==> src/rtl/lsu_mem_fsm_if.sv <==
// Data-memory bus shared by the LSU (master) and memory (slave), plus the EX instruction type enum.

package lsu_mem_pkg;

  typedef enum logic [3:0] {
    InstrOther,
    InstrLb,
    InstrLh,
    InstrLw,
    InstrLbu,
    InstrLhu,
    InstrSb,
    InstrSh,
    InstrSw,
    InstrAdd,
    InstrBeq
  } rv32i_instr_e;

endpackage

interface lsu_mem_fsm_if #(
  parameter int unsigned ADDR_W = 32,
  parameter int unsigned DATA_W = 32
);

  localparam int unsigned Lanes = DATA_W / 8;

  logic              mem_req;
  logic              mem_gnt;
  logic              mem_we;
  logic [ADDR_W-1:0] mem_addr;
  logic [Lanes-1:0]  mem_be;
  logic [DATA_W-1:0] mem_wdata;
  logic              mem_rvalid;
  logic [DATA_W-1:0] mem_rdata;

  modport master (
    output mem_req, mem_we, mem_addr, mem_be, mem_wdata,
    input  mem_gnt, mem_rvalid, mem_rdata
  );

  modport slave (
    input  mem_req, mem_we, mem_addr, mem_be, mem_wdata,
    output mem_gnt, mem_rvalid, mem_rdata
  );

endinterface

==> src/rtl/lsu_mem_fsm.sv <==
// Multi-cycle load/store unit: one req/gnt/rvalid transaction per load/store, EX held until done.

module lsu_mem_fsm
  import lsu_mem_pkg::*;
#(
  parameter int unsigned ADDR_W  = 32,
  parameter int unsigned DATA_W  = 32,
  parameter int unsigned TIMEOUT = 16
) (
  input  logic               clk_i,
  input  logic               rst_i,
  input  logic               stall_i,
  input  rv32i_instr_e       id_ex_instr_type_i,
  input  logic [ADDR_W-1:0]  ex_addr_i,
  input  logic [31:0]        id_ex_rs2_data_i,
  output logic               lsu_stall_o,
  output logic               misalign_err_o,
  output logic               bus_err_o,
  output logic               wb_lsu_write_sel_o,
  output logic [31:0]        wb_load_result_o,
  lsu_mem_fsm_if.master      mem
);

  localparam int unsigned Lanes = DATA_W / 8;
  localparam int unsigned OffW  = $clog2(Lanes);
  localparam int unsigned CntW  = $clog2(TIMEOUT + 1);

  typedef enum logic [1:0] {StIdle, StReq, StWait, StDone} state_e;

  state_e              state_q;
  logic [CntW-1:0]     cnt_q;
  logic                mem_req_q;
  logic                mem_we_q;
  logic [ADDR_W-1:0]   mem_addr_q;
  logic [Lanes-1:0]    mem_be_q;
  logic [DATA_W-1:0]   mem_wdata_q;
  rv32i_instr_e        type_q;
  logic [OffW-1:0]     off_q;
  logic [DATA_W-1:0]   rdata_q;
  logic                aborted_q;
  logic                bus_err_q;
  logic                wb_sel_q;
  logic [31:0]         wb_result_q;

  logic                is_load;
  logic                is_store;
  logic [1:0]          size_ex;   // 0 = byte, 1 = half, 2 = word
  logic [OffW-1:0]     off_ex;
  logic                misaligned;
  logic                aligned_op;
  logic [Lanes-1:0]    be_ex;
  logic [DATA_W-1:0]   wdata_ex;
  logic [ADDR_W-1:0]   addr_ex;
  logic [31:0]         load_x;
  logic [31:0]         load_ext;

  assign off_ex = ex_addr_i[OffW-1:0];

  // Decode the EX instruction into access kind and size.
  always_comb begin
    is_load  = 1'b0;
    is_store = 1'b0;
    size_ex  = 2'd0;
    case (id_ex_instr_type_i)
      InstrLb, InstrLbu: begin is_load  = 1'b1; size_ex = 2'd0; end
      InstrLh, InstrLhu: begin is_load  = 1'b1; size_ex = 2'd1; end
      InstrLw:           begin is_load  = 1'b1; size_ex = 2'd2; end
      InstrSb:           begin is_store = 1'b1; size_ex = 2'd0; end
      InstrSh:           begin is_store = 1'b1; size_ex = 2'd1; end
      InstrSw:           begin is_store = 1'b1; size_ex = 2'd2; end
      default: ;
    endcase
  end

  assign misaligned     = ((size_ex == 2'd1) && off_ex[0]) ||
                          ((size_ex == 2'd2) && (off_ex[1:0] != 2'b00));
  assign misalign_err_o = (is_load || is_store) && misaligned;
  assign aligned_op     = (is_load || is_store) && !misaligned;
  assign addr_ex        = {ex_addr_i[ADDR_W-1:OffW], {OffW{1'b0}}};

  // Byte enables and lane-shifted store data for the EX access.
  always_comb begin
    logic [Lanes-1:0]  be_base;
    logic [DATA_W-1:0] wd_base;
    be_base = '0;
    wd_base = '0;
    case (size_ex)
      2'd0: begin be_base[0]   = 1'b1;    wd_base[7:0]  = id_ex_rs2_data_i[7:0];  end
      2'd1: begin be_base[1:0] = 2'b11;   wd_base[15:0] = id_ex_rs2_data_i[15:0]; end
      default: begin be_base[3:0] = 4'hF; wd_base[31:0] = id_ex_rs2_data_i;       end
    endcase
    be_ex    = be_base << off_ex;
    wdata_ex = wd_base << {off_ex, 3'b000};
  end

  // Extract and extend the held load data using the latched offset and type.
  always_comb begin
    load_x   = 32'(rdata_q >> {off_q, 3'b000});
    load_ext = load_x;
    case (type_q)
      InstrLb:  load_ext = {{24{load_x[7]}}, load_x[7:0]};
      InstrLbu: load_ext = {24'h0, load_x[7:0]};
      InstrLh:  load_ext = {{16{load_x[15]}}, load_x[15:0]};
      InstrLhu: load_ext = {16'h0, load_x[15:0]};
      default:  load_ext = load_x;
    endcase
  end

  // Transaction FSM with registered bus and writeback outputs.
  always_ff @(posedge clk_i) begin
    if (rst_i) begin
      state_q     <= StIdle;
      cnt_q       <= '0;
      mem_req_q   <= 1'b0;
      mem_we_q    <= 1'b0;
      mem_addr_q  <= '0;
      mem_be_q    <= '0;
      mem_wdata_q <= '0;
      type_q      <= InstrOther;
      off_q       <= '0;
      rdata_q     <= '0;
      aborted_q   <= 1'b0;
      bus_err_q   <= 1'b0;
      wb_sel_q    <= 1'b0;
      wb_result_q <= '0;
    end else begin
      bus_err_q <= 1'b0;
      wb_sel_q  <= 1'b0;
      unique case (state_q)
        StIdle: begin
          if (aligned_op && !stall_i) begin
            mem_req_q   <= 1'b1;
            mem_we_q    <= is_store;
            mem_addr_q  <= addr_ex;
            mem_be_q    <= be_ex;
            mem_wdata_q <= wdata_ex;
            type_q      <= id_ex_instr_type_i;
            off_q       <= off_ex;
            cnt_q       <= '0;
            aborted_q   <= 1'b0;
            state_q     <= StReq;
          end
        end
        StReq: begin
          cnt_q <= cnt_q + 1'b1;
          // A response in the grant cycle completes the access; it beats the timeout.
          if (mem.mem_gnt && mem.mem_rvalid) begin
            mem_req_q <= 1'b0;
            if (!mem_we_q) rdata_q <= mem.mem_rdata;
            state_q   <= StDone;
          end else if (cnt_q == CntW'(TIMEOUT - 1)) begin
            mem_req_q <= 1'b0;
            bus_err_q <= 1'b1;
            aborted_q <= 1'b1;
            state_q   <= StDone;
          end else if (mem.mem_gnt) begin
            mem_req_q <= 1'b0;
            state_q   <= StWait;
          end
        end
        StWait: begin
          cnt_q <= cnt_q + 1'b1;
          if (mem.mem_rvalid) begin
            if (!mem_we_q) rdata_q <= mem.mem_rdata;
            state_q <= StDone;
          end else if (cnt_q == CntW'(TIMEOUT - 1)) begin
            bus_err_q <= 1'b1;
            aborted_q <= 1'b1;
            state_q   <= StDone;
          end
        end
        StDone: begin
          if (!stall_i) begin
            state_q <= StIdle;
            if (!mem_we_q && !aborted_q) begin
              wb_sel_q    <= 1'b1;
              wb_result_q <= load_ext;
            end
          end
        end
        default: state_q <= StIdle;
      endcase
    end
  end

  assign lsu_stall_o = ((state_q == StIdle) && aligned_op) ||
                       (state_q == StReq) || (state_q == StWait);

  assign mem.mem_req   = mem_req_q;
  assign mem.mem_we    = mem_we_q;
  assign mem.mem_addr  = mem_addr_q;
  assign mem.mem_be    = mem_be_q;
  assign mem.mem_wdata = mem_wdata_q;

  assign bus_err_o          = bus_err_q;
  assign wb_lsu_write_sel_o = wb_sel_q;
  assign wb_load_result_o   = wb_result_q;

endmodule
==> src/flat_wrapper.sv <==
// flat-port wrapper written by rule: the top's interface ports become plain ports
module lsu_mem_fsm_flat import lsu_mem_pkg::*;
#(
  parameter int unsigned ADDR_W  = 32,
  parameter int unsigned DATA_W  = 32,
  parameter int unsigned TIMEOUT = 16
)
  (clk_i, rst_i, stall_i, id_ex_instr_type_i, ex_addr_i, id_ex_rs2_data_i, lsu_stall_o, misalign_err_o, bus_err_o, wb_lsu_write_sel_o, wb_load_result_o, mem_mem_req, mem_mem_we, mem_mem_addr, mem_mem_be, mem_mem_wdata, mem_mem_gnt, mem_mem_rvalid, mem_mem_rdata);
  lsu_mem_fsm_if #(.ADDR_W(ADDR_W), .DATA_W(DATA_W)) mem_i ();
  input  logic clk_i;
  input  logic rst_i;
  input  logic stall_i;
  input  rv32i_instr_e id_ex_instr_type_i;
  input  logic [ADDR_W-1:0] ex_addr_i;
  input  logic [31:0] id_ex_rs2_data_i;
  output logic lsu_stall_o;
  output logic misalign_err_o;
  output logic bus_err_o;
  output logic wb_lsu_write_sel_o;
  output logic [31:0] wb_load_result_o;
  output wire logic [$bits(mem_i.mem_req)-1:0] mem_mem_req;
  output wire logic [$bits(mem_i.mem_we)-1:0] mem_mem_we;
  output wire logic [$bits(mem_i.mem_addr)-1:0] mem_mem_addr;
  output wire logic [$bits(mem_i.mem_be)-1:0] mem_mem_be;
  output wire logic [$bits(mem_i.mem_wdata)-1:0] mem_mem_wdata;
  input wire logic [$bits(mem_i.mem_gnt)-1:0] mem_mem_gnt;
  input wire logic [$bits(mem_i.mem_rvalid)-1:0] mem_mem_rvalid;
  input wire logic [$bits(mem_i.mem_rdata)-1:0] mem_mem_rdata;
  assign mem_mem_req = mem_i.mem_req;
  assign mem_mem_we = mem_i.mem_we;
  assign mem_mem_addr = mem_i.mem_addr;
  assign mem_mem_be = mem_i.mem_be;
  assign mem_mem_wdata = mem_i.mem_wdata;
  assign mem_i.mem_gnt = mem_mem_gnt;
  assign mem_i.mem_rvalid = mem_mem_rvalid;
  assign mem_i.mem_rdata = mem_mem_rdata;
  lsu_mem_fsm #(.ADDR_W(ADDR_W), .DATA_W(DATA_W), .TIMEOUT(TIMEOUT)) u_core (.clk_i(clk_i), .rst_i(rst_i), .stall_i(stall_i), .id_ex_instr_type_i(id_ex_instr_type_i), .ex_addr_i(ex_addr_i), .id_ex_rs2_data_i(id_ex_rs2_data_i), .lsu_stall_o(lsu_stall_o), .misalign_err_o(misalign_err_o), .bus_err_o(bus_err_o), .wb_lsu_write_sel_o(wb_lsu_write_sel_o), .wb_load_result_o(wb_load_result_o), .mem(mem_i));
endmodule
==> config.mk <==
export PLATFORM = sky130hd
export DESIGN_NAME = lsu_mem_fsm_flat
export DESIGN_NICKNAME = d
export VERILOG_FILES = /design/src/rtl/lsu_mem_fsm_if.sv /design/src/rtl/lsu_mem_fsm.sv /design/src/flat_wrapper.sv
export SDC_FILE = /design/constraint.sdc
export NUM_CORES = 1
export LEC_CHECK = 0
export ABC_AREA = 1
export BUFFER_PORTS_ARGS = -buffer_cell sky130_fd_sc_hd__buf_2
export CAP_MARGIN = 15
export CORE_MARGIN = 2
export CORE_UTILIZATION = 45
export DETAILED_ROUTE_END_ITERATION = 12
export HOLD_SLACK_MARGIN = 0.15
export PLACE_DENSITY = 0.75
export REMOVE_ABC_BUFFERS = 1
export SYNTH_ARGS = -nofsm -noshare
export SYNTH_HDL_FRONTEND = slang
export SYNTH_SLANG_ARGS = --single-unit
==> constraint.sdc <==
create_clock -name clk_i -period 1.6 [get_ports clk_i]
set_input_delay 0.16 -clock clk_i [delete_from_list [all_inputs] [get_ports clk_i]]
set_output_delay 0.16 -clock clk_i [all_outputs]
set_load 0.005 [all_outputs]
==> reports/summary.txt, run 1 <==
total track usage - 27.2%
ys async rst share - 0%
post-layout min period - 1.75 ns
total CTS buffers - 17
TritonCTS clock tree - built
CTS Sinks - 148
worst vdd ir - 0.855 mV
WHS Endpoint - u_core.mem.mem_we$_SDFFE_PP0P_
r2r worst-path depth - 10
min-delay src - id_ex_instr_type_i[3]
synthesized area - 6820 um^2
leakage - 0.00466 uW
sequential share of the synthesized area - 43.4%
vias in the first global route - 7526
vias - 7795
CTS Buffer Depth - 2
status - finished, violations left
Placer Congestion - 0.918
crit path DAT - 2.05 ns
DR vias/cell - 5.38
drt first pass iters - 5
Core ar. - 14600 um^2
failing checks - negative setup slack
Netlist cell types - 42
layout cells sized above 1 - 32.1%
Critical Path Sink Type - register
Reg-to-Reg Start - u_core.state_q[1]$_SDFFE_PP0P_
Die ar. - 16200 um^2
Fin Setup TNS - -4.21 ns
post-layout util - 68.9%
Cell Pwr Density - 1350 nW/um^2
Starting Density - 46.6%
final critical-path setup slack - -0.147 ns
Final Hold Vio Count - 0
Cells on Worst Hold Path - 4
largest net degree at the start of global routing - 122
CP startpoint kind - register
top_reg_cell synth - dfxtp_1
Ports - 211
I/O Buffers - 208
Final ANT Viol Nets - 0
clock skew - 0.00854 ns
syn_area_per_cell - 7.24 um^2
hpwl dp - 14.1 mm
Crit Path Max Fanout - 7
Required @ worst endpoint - 1.91 ns
worst setup path class - register to register
clock root buffer - clkbuf_16
die extent in y - 127 um
Pwr Total - 13600 uW
Avg WL per Cell - 15.8 um
Synth Instances - 942
Fmax - 572 MHz
final net count - 1362
Synthesis Warnings - 0
Routed WL - 22.9 mm
final worst-path cycle share - 109%
worst reg2reg path endpoint - u_core.rdata_q[24]$_SDFFE_PP0P_
area grow syn2layout - 48.0%
# rows - 44
Starting DRT DRC Count - 636
grt ovf - 0
Yosys reg bits - 148
RSZ-0062 raised after global routing - yes
Worst Tran Pin Value - 0.565 ns
Worst Hold Class - primary input to register
initial antenna violation count - 2
n_diodes - 0
Reg clk slew, reported paths - 0.06 ns
Die Wd - 127 um
first-pass GRT wire length - 35.7 mm
Worst R2R Setup Slack - -0.15 ns
clk_lat worst skew - 0.42 ns
Max Slew Vio Count - 0
max cap viols - 0
DRC - 0
number of flops mapped to enable cells by yosys - 0
CTS H-Tree Depth - 4
setup violators final - 56
relative slew slack - 62.3%
-- cells in the final DEF (no fill, tap or decap), types with 9 or more instances in the layout --
cell type      synthesis  routed
clkbuf_16              0      18
inv_1                 58      48
o21ai_1               16      41
nor2_2                 0      14
o21ai_0              129      93
nand2_1              120     118
dlygate4sd3_1          0      77
a21oi_1               91      87
o21ai_2                0      11
buf_2                 14     208
nand3_1               50      49
buf_4                  6      48
nor2_1               173     152
buf_12                 0      12
dfxtp_1              148     143
buf_6                  9       9
nor2_4                 2       9
inv_2                  3       9
a21oi_2                7      11
-- flip-flops by register name (all words and copies together) (netlist names) --
name / cells
u_core.aborted_q: 1
u_core.mem.mem_be: 4
u_core.mem.mem_we: 1
u_core.mem.mem_req: 1
u_core.wb_load_result_o: 32
u_core.cnt_q: 5
u_core.mem.mem_addr: 30
u_core.off_q: 2
u_core.bus_err_o: 1
u_core.rdata_q: 32
u_core.wb_lsu_write_sel_o: 1
u_core.type_q: 4
u_core.mem.mem_wdata: 32
u_core.state_q: 2
-- critical path, stage by stage, from the launching register on --
cell and delay (ns):
dfxtp_4 0.36, buf_6 0.12, ha_4 0.16, o21ai_2 0.18
nand2_2 0.09, nor3_4 0.20, buf_12 0.15, inv_8 0.05
buf_8 0.13, o21ai_1 0.12, a21oi_1 0.05
-- where the power goes --
group | switching (uW) | internal [uW] | total [uW]
Sequential | 406 | 4320 | 4730
Combinational | 2840 | 2190 | 5020
Clock | 1580 | 2280 | 3860
Total | 4820 | 8790 | 13600
-- final cells by class --
type	instances	area [um^2]
Fill cell	1119	4550
Multi-Input combinational cell	663	3500
Sequential cell	148	2970
Timing Repair Buffer	356	2550
Clock buffer	18	429
Inverter	65	267
Tap cell	184	230
Clock inverter	14	138
-- per-stage QoR --
stage,cells,hold slack [ns],area [um^2],setup WS (ns)
3_3_place_gp,1328,0.385,8300,-0.146
6_report,1448,0.180,10100,-0.147
2_1_floorplan,876,0.229,6460,-0.912
5_1_grt,1448,0.187,10100,-0.212
3_5_place_dp,1328,0.388,8300,-0.170
4_1_cts,1444,0.164,9780,-0.104
-- worst max path at each step --
stage                                        start                              end  slack, ns  depth (start not counted)
global placement    u_core.state_q[1]$_SDFFE_PP0P_   u_core.rdata_q[5]$_SDFFE_PP0P_      -0.15                          9
global route        u_core.state_q[1]$_SDFFE_PP0P_   u_core.rdata_q[4]$_SDFFE_PP0P_      -0.21                         10
CTS                 u_core.state_q[1]$_SDFFE_PP0P_                      lsu_stall_o      -0.10                          5
floorplan           u_core.state_q[0]$_SDFFE_PP0P_   u_core.rdata_q[0]$_SDFFE_PP0P_      -0.91                          7
detailed placement  u_core.state_q[1]$_SDFFE_PP0P_   u_core.rdata_q[5]$_SDFFE_PP0P_      -0.17                          9
finish              u_core.state_q[1]$_SDFFE_PP0P_  u_core.rdata_q[24]$_SDFFE_PP0P_      -0.15                         10
-- kinds of logic after synthesis --
family,after synthesis,share of synthesized area (%)
buf+inv,132,8.92
xor+xnor,2,0.257
fa+ha+maj,6,1.10
other cells,1,0.0550
flops,148,43.4
simple gates,376,24.1
compound gates,271,21.2
mux,6,0.881
-- cells in the mapped netlist (all sizes together) (4+ instances only) --
| cell type | number | area share (%) |
|---|---|---|
| inv | 61 | 3.4 |
| a31oi | 7 | 0.64 |
| mux2i | 6 | 0.88 |
| dfxtp | 148 | 43 |
| a21oi | 98 | 7.6 |
| clkinv | 4 | 0.29 |
| nor3 | 14 | 1.6 |
| nand3 | 51 | 3.9 |
| o221ai | 7 | 0.90 |
| o21ai | 145 | 11 |
| o22ai | 6 | 0.55 |
| nand4 | 5 | 0.68 |
| nor2 | 175 | 9.9 |
| clkbuf | 33 | 1.8 |
| nand2 | 127 | 7.5 |
| buf | 34 | 3.4 |
| ha | 6 | 1.1 |
-- what timing repair did --
action / 4_1_cts / 5_1_grt
setup buffers: 3 / 3
gates resized for setup: 38 / 102
gates cloned: 4 / 2
setup endpoints to repair: 67 / 74
hold buffers: 77 / 0
pin swaps: 2 / 12
endpoints found under the hold margin: 84 / 0
-- routing by layer --
metal  up-vias  GRT usage [%]  wire (um)
li1       3761              -          -
met3        39           8.12       2030
met4         4           10.6        515
met2       394           47.0      11300
met1      3597           31.9       9030
met5         -              0         32
No activity file was read; power rests on OpenSTA's default activity.
==> run 2, diff against run 1 <==
--- a/config.mk
+++ b/config.mk
@@ -6,7 +6,7 @@
 export NUM_CORES = 1
 export LEC_CHECK = 0
 export ABC_AREA = 1
-export BUFFER_PORTS_ARGS = -buffer_cell sky130_fd_sc_hd__buf_2
+export BUFFER_PORTS_ARGS = -buffer_cell sky130_fd_sc_hd__clkbuf_2
 export CAP_MARGIN = 15
 export CORE_MARGIN = 2
 export CORE_UTILIZATION = 45
==> run 2 against run 1 <==
Compared with the run above:
- critical endpoint is now lsu_stall_o
- sequential share of layout area down 1.1 points
- final cell count grew 0.55%
- design area grew 3.7%
- clock skew decreased by 0.0019 ns
- hold slack improved by 0.0040 ns
- combinational power up 13%
- clock-buffer cell count increased by 1
- clock power rose by 2%
- the run still ends with negative setup slack left
- core utilization increased by 2.5 points
- largest cell class unchanged
==> reports/summary.txt, run 2 (synthesized netlist as in run 1, its figures left out) <==
WHS Endpoint - u_core.type_q[1]$_SDFFE_PP0P_
Final ANT Viol Nets - 0
most frequent cells in the layout - clkbuf_2 (208), nor2_1 (159), dfxtp_1 (144)
setup violators final - 57
Critical Path Sink Type - primary output
n_diodes - 0
status - finished, violations left
post-route cell area - 10500 um^2
Fmax - 592 MHz
Starting Density - 46.6%
Worst Hold Class - primary input to register
Worst R2R Setup Slack - -0.09 ns
area grow syn2layout - 53.5%
Max Slew Vio Count - 0
vias in the first global route - 7776
Final Hold Vio Count - 0
Die Wd - 127 um
placed cell count - 1328
DRC - 0
total CTS buffers - 17
hpwl dp - 14.4 mm
final critical-path setup slack - -0.0905 ns
grt ovf - 0
leakage - 0.00470 uW
clock root buffer - clkbuf_16
min-delay src - id_ex_instr_type_i[1]
crit path DAT - 1.53 ns
Crit Path Max Fanout - 3
Avg WL per Cell - 17.1 um
layout cells sized above 1 - 35.4%
post-layout min period - 1.69 ns
Die ar. - 16200 um^2
largest net degree at the start of global routing - 122
Required @ worst endpoint - 1.44 ns
worst setup path class - register to primary output
relative slew slack - 53.5%
Finished Layout Cells - 1456
Ports - 211
Reg-to-Reg Start - u_core.state_q[1]$_SDFFE_PP0P_
Starting DRT DRC Count - 659
clk_lat worst skew - 0.42 ns
drt first pass iters - 5
initial antenna violation count - 0
Pwr Total - 14400 uW
clock skew - 0.00669 ns
total track usage - 28.3%
commonest non-fill, non-tap cell in the layout - clkbuf_2
r2r worst-path depth - 10
RSZ-0062 raised after global routing - yes
die extent in y - 127 um
Reg clk slew, reported paths - 0.06 ns
failing checks - negative setup slack
Cells on Worst Hold Path - 4
final net count - 1370
Core ar. - 14600 um^2
Cell Area, Placed - 8270 um^2
fill count - 1048
TritonCTS clock tree - built
Placer Congestion - 0.926
CTS Buffer Depth - 2
I/O Buffers - 208
final worst-path cycle share - 106%
CTS H-Tree Depth - 4
post-layout util - 71.5%
worst reg2reg path endpoint - u_core.wb_load_result_o[17]$_SDFFE_PP0P_
CP startpoint kind - register
CTS Sinks - 148
DR vias/cell - 5.53
Worst Tran Pin Value - 0.697 ns
worst vdd ir - 0.850 mV
first-pass GRT wire length - 37.2 mm
max cap viols - 0
# rows - 44
Cell Pwr Density - 1370 nW/um^2
Routed WL - 24.9 mm
vias - 8057
-- run 2: changes by cell type in the layout (fill, tap and decap cells not counted), moves of 11 or more --
cell	change
a21oi_1	-11
a21oi_2	+11
buf_2	-208
clkbuf_2	+208
o21ai_0	-20
o21ai_2	+20
-- run 2: through the flow --
step                TNS (ns)  hold WS [ns]  setup WS [ns]
floorplan             -69.29         0.229         -0.912
global placement       -3.05         0.386         -0.148
detailed placement     -5.81         0.390         -0.227
CTS                    -4.67         0.171         -0.161
global route           -6.41         0.210         -0.205
finish                 -1.81         0.184        -0.0905
-- run 2: cell type report --
| class | count | area [um^2] | area share, % |
|---|---|---|---|
| clock inverter | 13 | 133 | 1.27 |
| timing repair inverter | 1 | 7.51 | 0.0717 |
| timing repair buffer | 363 | 2700 | 25.8 |
| sequential | 148 | 2970 | 28.4 |
| multi-input combinational | 663 | 3720 | 35.5 |
| clock buffer | 19 | 443 | 4.23 |
| inverter | 65 | 265 | 2.53 |
| tap | 184 | 230 | 2.20 |
-- run 2: power breakdown --
part | total (uW) | leakage [uW] | internal (uW) | switching, uW
Clock | 3950 | 0.000275 | 2330 | 1620
Combinational | 5670 | 0.00321 | 2470 | 3200
Sequential | 4760 | 0.00121 | 4320 | 444
Total | 14400 | 0.00470 | 9120 | 5270
-- run 2: per-layer routing --
layer | vias up | global-route usage (%) | wire length, um
li1 | 3774 | - | -
met1 | 3727 | 32.3 | 9310
met4 | 0 | 13.4 | 987
met2 | 459 | 48.5 | 12300
met3 | 97 | 8.84 | 2290
met5 | - | 0 | 0
-- run 2: how the worst max path moves through the flow --
stage	startpoint	endpoint	slack [ns]	cells past startpoint
after floorplan	u_core.state_q[0]$_SDFFE_PP0P_	u_core.rdata_q[0]$_SDFFE_PP0P_	-0.91	7
after global placement	u_core.state_q[1]$_SDFFE_PP0P_	u_core.rdata_q[3]$_SDFFE_PP0P_	-0.15	9
after detailed placement	u_core.state_q[0]$_SDFFE_PP0P_	u_core.rdata_q[4]$_SDFFE_PP0P_	-0.23	9
after CTS	u_core.state_q[1]$_SDFFE_PP0P_	u_core.rdata_q[18]$_SDFFE_PP0P_	-0.16	10
after global routing	u_core.state_q[1]$_SDFFE_PP0P_	u_core.wb_load_result_o[17]$_SDFFE_PP0P_	-0.21	10
final	u_core.state_q[1]$_SDFFE_PP0P_	lsu_stall_o	-0.09	5
-- run 2: repair_timing --
item                                    in CTS  in global routing
setup buffers                                7                  7
endpoints found under the setup margin      80                 73
hold endpoints to repair                    84                  0
hold buffers                                74                  0
pin swaps                                   11                 28
cloned                                       3                  7
resized for setup                           81                127
-- run 2: critical path, stage by stage (launching register included) --
cell      delay [ns]
dfxtp_4         0.36
buf_6           0.12
ha_4            0.16
buf_4           0.14
a211o_1         0.23
clkbuf_2        0.11
